### config.mk
export PLATFORM = sky130hd
export DESIGN_NAME = side_ch_counter_sched_flat
export DESIGN_NICKNAME = d
export VERILOG_FILES = /design/src/rtl/side_ch_counter_sched_if.sv /design/src/rtl/side_ch_counter_sched.sv /design/src/flat_wrapper.sv
export SDC_FILE = /design/constraint.sdc
export NUM_CORES = 1
export LEC_CHECK = 0
export ABC_AREA = 1
export ABC_CLOCK_PERIOD_IN_PS = 2770
export BUFFER_PORTS_ARGS = -buffer_cell sky130_fd_sc_hd__buf_4
export CORE_MARGIN = 2
export CORE_UTILIZATION = 30
export DETAILED_ROUTE_END_ITERATION = 8
export HOLD_SLACK_MARGIN = 0.08
export SLEW_MARGIN = 30
export SYNTH_ARGS = -nofsm -noshare
export SYNTH_HDL_FRONTEND = slang
export SYNTH_SLANG_ARGS = --single-unit
### constraint.sdc
create_clock -name clk -period 2.77 [get_ports clk]
set_input_delay 0.1385 -clock clk [delete_from_list [all_inputs] [get_ports clk]]
set_output_delay 0.1385 -clock clk [all_outputs]
set_load 0.1 [all_outputs]
### src/rtl/side_ch_counter_sched_if.sv
// Snapshot stream toward the side-channel DMA path: 32-bit valid/ready beats with a last flag.
interface side_ch_counter_sched_if;
  logic [31:0] m_tdata;
  logic        m_tvalid;
  logic        m_tlast;
  logic        m_tready;

  modport master (output m_tdata, output m_tvalid, output m_tlast, input m_tready);
  modport slave  (input m_tdata, input m_tvalid, input m_tlast, output m_tready);
endinterface

### src/rtl/side_ch_counter_sched.sv
// Periodic snapshot of six event counters with matching clears, streamed out as a 6-beat packet.
// Capture starts the cycle after a period tick; beats hold while m_tready is low; ARM writes stall capture.
module side_ch_counter_sched #(
  parameter int COUNTER_WIDTH = 16,
  parameter int PERIOD_WIDTH  = 24
) (
  input  logic                     clk,
  input  logic                     rst,
  input  logic                     enable,
  input  logic [PERIOD_WIDTH-1:0]  period,
  input  logic                     arm_wren,
  input  logic [4:0]               arm_awaddr,
  output logic                     cnt_wren,
  output logic [4:0]               cnt_awaddr,
  input  logic [COUNTER_WIDTH-1:0] counter0,
  input  logic [COUNTER_WIDTH-1:0] counter1,
  input  logic [COUNTER_WIDTH-1:0] counter2,
  input  logic [COUNTER_WIDTH-1:0] counter3,
  input  logic [COUNTER_WIDTH-1:0] counter4,
  input  logic [COUNTER_WIDTH-1:0] counter5,
  side_ch_counter_sched_if.master  m,
  output logic [15:0]              skip_cnt,
  output logic                     busy
);

  typedef enum logic [1:0] {ST_IDLE, ST_WAIT, ST_CAP, ST_SEND} state_e;

  state_e                    state_q, state_d;
  logic [PERIOD_WIDTH-1:0]   timer_q, timer_d;
  logic [2:0]                idx_q, idx_d;
  logic [7:0]                seq_q, seq_d;
  logic [15:0]               skip_q, skip_d;
  logic [COUNTER_WIDTH-1:0]  snap_q [6];
  logic [COUNTER_WIDTH-1:0]  cnt_sel;
  logic [PERIOD_WIDTH-1:0]   period_m1;
  logic                      tick;
  logic                      cap_en;
  logic                      sched_clr;
  logic                      in_send;

  assign period_m1 = period - PERIOD_WIDTH'(1);

  always_comb begin
    cnt_sel = counter0;
    case (idx_q)
      3'd1:    cnt_sel = counter1;
      3'd2:    cnt_sel = counter2;
      3'd3:    cnt_sel = counter3;
      3'd4:    cnt_sel = counter4;
      3'd5:    cnt_sel = counter5;
      default: cnt_sel = counter0;
    endcase
  end

  always_comb begin
    state_d   = state_q;
    timer_d   = timer_q;
    idx_d     = idx_q;
    seq_d     = seq_q;
    skip_d    = skip_q;
    tick      = 1'b0;
    cap_en    = 1'b0;
    sched_clr = 1'b0;

    // New period values take effect only at reload, so a running interval is never disturbed.
    if (state_q != ST_IDLE) begin
      if (timer_q == '0) begin
        tick    = 1'b1;
        timer_d = period_m1;
      end else begin
        timer_d = timer_q - PERIOD_WIDTH'(1);
      end
    end

    if (tick && (state_q == ST_CAP || state_q == ST_SEND) && skip_q != 16'hFFFF)
      skip_d = skip_q + 16'd1;

    case (state_q)
      ST_IDLE: begin
        if (enable && period != '0) begin
          state_d = ST_WAIT;
          timer_d = period_m1;
        end
      end
      ST_WAIT: begin
        if (tick) begin
          state_d = ST_CAP;
          idx_d   = 3'd0;
        end else if (!enable || period == '0) begin
          state_d = ST_IDLE;
        end
      end
      ST_CAP: begin
        // ARM owns the clear bus this cycle; capture and clear must stay together, so both wait.
        if (!arm_wren) begin
          cap_en    = 1'b1;
          sched_clr = 1'b1;
          if (idx_q == 3'd5) begin
            idx_d   = 3'd0;
            state_d = ST_SEND;
          end else begin
            idx_d = idx_q + 3'd1;
          end
        end
      end
      ST_SEND: begin
        if (m.m_tready) begin
          if (idx_q == 3'd5) begin
            idx_d   = 3'd0;
            seq_d   = seq_q + 8'd1;
            state_d = enable ? ST_WAIT : ST_IDLE;
          end else begin
            idx_d = idx_q + 3'd1;
          end
        end
      end
      default: state_d = ST_IDLE;
    endcase
  end

  always_ff @(posedge clk) begin
    if (rst) begin
      state_q <= ST_IDLE;
      timer_q <= '0;
      idx_q   <= 3'd0;
      seq_q   <= 8'd0;
      skip_q  <= 16'd0;
      for (int i = 0; i < 6; i++) snap_q[i] <= '0;
    end else begin
      state_q <= state_d;
      timer_q <= timer_d;
      idx_q   <= idx_d;
      seq_q   <= seq_d;
      skip_q  <= skip_d;
      if (cap_en) snap_q[idx_q] <= cnt_sel;
    end
  end

  assign in_send    = (state_q == ST_SEND);
  assign m.m_tvalid = in_send;
  assign m.m_tlast  = in_send && (idx_q == 3'd5);
  assign m.m_tdata  = in_send ? {seq_q, idx_q, 5'b0, 16'(snap_q[idx_q])} : 32'd0;

  assign cnt_wren   = arm_wren | sched_clr;
  assign cnt_awaddr = sched_clr ? (5'd26 + {2'b00, idx_q}) : arm_awaddr;

  assign skip_cnt = skip_q;
  assign busy     = (state_q == ST_CAP) || (state_q == ST_SEND);

endmodule

### src/flat_wrapper.sv
// flat-port wrapper written by rule: the top's interface ports become plain ports
module side_ch_counter_sched_flat 
#(
  parameter int COUNTER_WIDTH = 16,
  parameter int PERIOD_WIDTH  = 24
)
  (clk, rst, enable, period, arm_wren, arm_awaddr, cnt_wren, cnt_awaddr, counter0, counter1, counter2, counter3, counter4, counter5, skip_cnt, busy, m_m_tdata, m_m_tvalid, m_m_tlast, m_m_tready);
  side_ch_counter_sched_if m_i ();
  input  logic clk;
  input  logic rst;
  input  logic enable;
  input  logic [PERIOD_WIDTH-1:0] period;
  input  logic arm_wren;
  input  logic [4:0] arm_awaddr;
  output logic cnt_wren;
  output logic [4:0] cnt_awaddr;
  input  logic [COUNTER_WIDTH-1:0] counter0;
  input  logic [COUNTER_WIDTH-1:0] counter1;
  input  logic [COUNTER_WIDTH-1:0] counter2;
  input  logic [COUNTER_WIDTH-1:0] counter3;
  input  logic [COUNTER_WIDTH-1:0] counter4;
  input  logic [COUNTER_WIDTH-1:0] counter5;
  output logic [15:0] skip_cnt;
  output logic busy;
  output wire logic [$bits(m_i.m_tdata)-1:0] m_m_tdata;
  output wire logic [$bits(m_i.m_tvalid)-1:0] m_m_tvalid;
  output wire logic [$bits(m_i.m_tlast)-1:0] m_m_tlast;
  input wire logic [$bits(m_i.m_tready)-1:0] m_m_tready;
  assign m_m_tdata = m_i.m_tdata;
  assign m_m_tvalid = m_i.m_tvalid;
  assign m_m_tlast = m_i.m_tlast;
  assign m_i.m_tready = m_m_tready;
  side_ch_counter_sched #(.COUNTER_WIDTH(COUNTER_WIDTH), .PERIOD_WIDTH(PERIOD_WIDTH)) u_core (.clk(clk), .rst(rst), .enable(enable), .period(period), .arm_wren(arm_wren), .arm_awaddr(arm_awaddr), .cnt_wren(cnt_wren), .cnt_awaddr(cnt_awaddr), .counter0(counter0), .counter1(counter1), .counter2(counter2), .counter3(counter3), .counter4(counter4), .counter5(counter5), .m(m_i), .skip_cnt(skip_cnt), .busy(busy));
endmodule
# Word level (Yosys, flattened, before mapping)
# Memories as Yosys holds them, arrays and structs flattened. A register that Yosys moved wholly into a read port is not among the register bits.
# Cells that the tools add are included.
[op_classes]
n_addsub = 6
eq_ne = 16
muxes = 35
n_bitwise = 1
n_reduce_logical = 17
[op_table]
columns = ["cell", "n"]
rows = [
  ["2-to-1 mux 24 bit", 4],
  ["one-hot mux 16 bit (5 select lines)", 1],
  ["logical NOT 24 bit", 2],
  ["subtractor 24 x 1 -> 24 bit (second input constant)", 2],
  ["2-to-1 mux 32 bit", 1],
  ["nonzero test 24 bit", 1],
  ["2-to-1 mux 3 bit", 7],
  ["adder 16 x 1 -> 16 bit (second input constant)", 1],
  ["2-to-1 mux 16 bit", 1],
  ["!= test 16 bit (second input constant)", 1],
  ["OR reduction 16 bit", 1],
  ["2-to-1 mux 2 bit", 7],
  ["2-to-1 mux 1 bit", 11],
  ["one-hot mux 3 bit (3 select lines)", 1],
  ["adder 8 x 1 -> 8 bit (second input constant)", 1],
  ["!= test 2 bit (second input constant)", 4],
  ["one-hot mux 2 bit (4 select lines)", 1],
  ["== test 3 x 2 -> 1 bit (second input constant)", 2],
  ["== test 3 bit (second input constant)", 2],
  ["AND reduction 6 bit", 1],
  ["adder 4 x 4 -> 5 bit (first input constant)", 1],
  ["2-to-1 mux 5 bit", 1],
  ["== test 2 bit (second input constant)", 2],
  ["logical AND 1 bit", 4],
  ["other kinds (13)", 15],
]
[word_totals]
reg_bits = 53
ramBits = 96
inputBits = 130
out_inout_bits = 57
wordCells = 81
mem_count = 1
[memory_table]
columns = ["memory", "words", "width", "rd", "rd_ports_with_merged_regs", "wr", "line_no", "text"]
rows = [
  ["u_core.snap_q", 6, 16, 1, 1, 6, "side_ch_counter_sched.sv:33", "logic [COUNTER_WIDTH-1:0] snap_q [6];"],
]

# Longest topological paths before layout
[logic_depth]
word_depth = 7
ltp_mapped = 14
ltp_nobuf = 14

# Least setup slack after synthesis
# No wires, ideal clock.
[synth_timing]
kind = "flip-flop to output port"
from = "reg with a tool-made name"
to = "out m_m_tdata[10]"
t_arrival_ns = 3.411
t_required_ns = 2.632
slack_ns = -0.780
path_stages_with_launch = 6
n_path_buf = 1
path_cell_list = "dfxtp_1 -> nand2_1 -> inv_1 -> clkbuf_1 -> o21ai_0 -> a31oi_1"
[synth_lines]
columns = ["element", "line_no", "text"]
rows = [
  ["end: declaration", "flat_wrapper.sv:25", "output wire logic [$bits(m_i.m_tdata)-1:0] m_m_tdata;"],
]

==> flow_metrics.tcl <==
set metrics [dict create \
    drc 0 \
    run_status "completed" \
    crit_required_ns 2.63 \
    final_common_cell "nor2_1" \
    min_period_over_period_pct 92.48 \
    ys_ff_latch 184 \
    cp-end-kind "output pin" \
    wl_per_cell_um 16.68 \
    clock_path_buffers 2 \
    seq_area_frac_synth_pct 49.32 \
    cp.arrival_ns 2.42 \
    vias_per_cell 4.817 \
    initial_core_util_pct 30.25 \
    synth.area.top_cells "edfxtp_1 38%, nor2_1 12%, dfxtp_1 11%, nand2_1 7.7%, o21ai_0 6.7%" \
    drt_iter0_drc 595 \
    syn_avg_cell_area_um2 7.907 \
    drt_pass1_iterations 5 \
    grt_pass1_vias 9261 \
    finalSetupTns_ns 0 \
    min_period_ns 2.562 \
    dieWidth_um 187.2 \
    hold_viol 0 \
    place_area_mm2 0.01221 \
    pin_count 187 \
    crit_fanout 64 \
    area_delta_synth_final_pct 28.99 \
    cts-root-buf "clkbuf_16" \
    final_max_slew_viol_count 0 \
    die_area_mm2 0.03503 \
    cts_buffers 17 \
    crit_path_start_kind "flip-flop" \
    core-area_mm2 0.03328 \
    grt_use_total_pct 18.39 \
    power_mw 6.632 \
    clk_pin_slew_ns 0.09 \
    tritoncts "done" \
    cap_violations 0 \
    hold_depth 4 \
    yosysTopAreaCellShare_pct 38.19 \
    port_buffers 181 \
    overflow 0 \
    final_cell_mix "312 x nor2_1, 215 x buf_4, 207 x nand2_1" \
    setup_viol 0 \
    r2r_cells 10 \
    fin_nets 1608 \
    yosys_warnings 0 \
    syn_area_mm2 0.01007 \
    route.vias.total 9306 \
    skew_ns 0.02406 \
    rsz0062_at_grt "no" \
    slew_headroom_pct 50.90 \
    grt_max_degree 65 \
    dp_hpwl_um 23060 \
    drive_gt1_share_pct 21.09 \
    clkSinkCount 184 \
    p_leak_nw 5.020 \
    synth_cell_type_count 45 \
    crit_type "reg2out" \
    clk_latency_ns 0.45 \
    ant_nets 0 \
    power_density_mw_per_mm2 510.8 \
    row_count 67 \
    ir_drop_mv 0.4260 \
    fmax_mhz 390.4 \
    die_y_um 187.2 \
    tightest_slew_ns 0.7357 \
    hold_slack_ns 0.1007 \
    gp_congestion 0.8765 \
    htreeDepth 4 \
    yosysTopAreaCell "edfxtp_1" \
    antenna_cells 0 \
    routed_wl_um 32230 \
    final_area_mm2 0.01298 \
    antenna_found_initial 0 \
    hp-class "in2reg" \
    grt_pass1_wl_um 50630 \
    netlist_instances 1273 \
]
==> report_power, final <==
group          internal [mW]  leakage, nW  total [mW]  switching, mW
clock                   1.26        0.304        2.55           1.29
sequential              3.03         1.69        3.10         0.0718
combinational          0.361         3.03       0.980          0.619
==> routing by layer <==
layer  vias up  wire (µm)  track usage [%]
met4         0        586            5.067
met3        35       1699            3.302
met5         -          0                0
met1      4370      14030            23.58
met2       267      15910            31.81
li1       4634          -                -
==> final timing paths <==
path | from | endpoint | slack [ns]
setup / recovery | flip-flop | m_m_tdata[1] | 0.21
hold / removal | period[5] | u_core.timer_q[5] | 0.10
setup reg to reg | u_core.idx_q[0] | u_core.snap_q[3][11] | 0.29
hold reg to reg | u_core.timer_q[1] | u_core.timer_q[1] | 0.50
==> flip-flops by register name (all words and copies together), names as in the netlist, named ones only <==
signal           cells
u_core.skip_cnt     16
u_core.idx_q         3
u_core.seq_q         8
u_core.timer_q      24
u_core.state_q       1
u_core.snap_q      128
==> final cells by class <==
type,instances,area [µm²]
clock inverters,15,202.7
fillers,3400,20300
multi-input cells,922,4592
clock buffers,17,425.4
inverters,114,431.7
repair buffers,232,1805
flip-flops and latches,184,4966
well taps,448,560.5
==> Yosys cell counts <==
cell type and count:
a21o_1 1, edfxtp_1 128, nor3_1 14, nand3b_1 1, or2_1 1, nor3_2 2, dfxtp_1 56, o211ai_1 3
inv_2 7, xnor2_1 13, buf_6 2, conb_1 1, or2_2 4, o21bai_1 1, nand3_1 31, nand3_2 1
nor3b_1 3, inv_1 105, nand3_4 1, nor2_4 1, clkinv_1 1, a21oi_2 4, a22o_1 11, o21ai_0 135
nor2_1 312, ha_1 7, o22ai_1 17, nand2_1 207, nor2_2 7, a31oi_1 19, a31o_2 10, buf_2 8
o31ai_1 1, nand4_1 16, a21oi_1 46, a211oi_1 3, clkbuf_1 37, nand2_2 7, xor2_1 23, o21ai_1 1
buf_4 9, inv_4 1, buf_1 1, and3_1 10, nor4_1 4
==> kinds of logic after synthesis <==
group | share of synthesized area [%]
other | 0.03725
buffers and inverters | 6.986
xor gates and xnor gates | 3.132
adders and majority gates | 0.8701
DFF | 49.32
and+or+nand+nor | 25.52
AOI/OAI and AO/OA | 14.13
==> metrics by stage <==
step / instances / setup slack, ns / util [%]
final: 1932 / 0.2082 / 39.01
after global routing: 1932 / 0.05564 / 39.01
after CTS: 1932 / 0.05940 / 39.00
after detailed placement: 1886 / 0.3419 / 36.69
after global placement: 1886 / 0.4278 / 36.69
after floorplan: 1277 / 0.2339 / -
==> repair_timing <==
item                                    4_1_cts  5_1_grt
pin swaps                                     0        0
resized for setup                             1        1
buffers inserted                              0        0
endpoints found under the setup margin        2        3
hold buffers                                 14        0
endpoints found under the hold margin        25        0
==> worst max-delay path, cell delays in order, from the launching register on <==
cell and delay (ns):
dfxtp_2 0.35, buf_6 0.41, o21ai_0 0.18, o22ai_1 0.29, o21ai_0 0.15, a31oi_2 0.21
buf_4 0.33
Note: power is estimated with default switching activity, not from simulation.
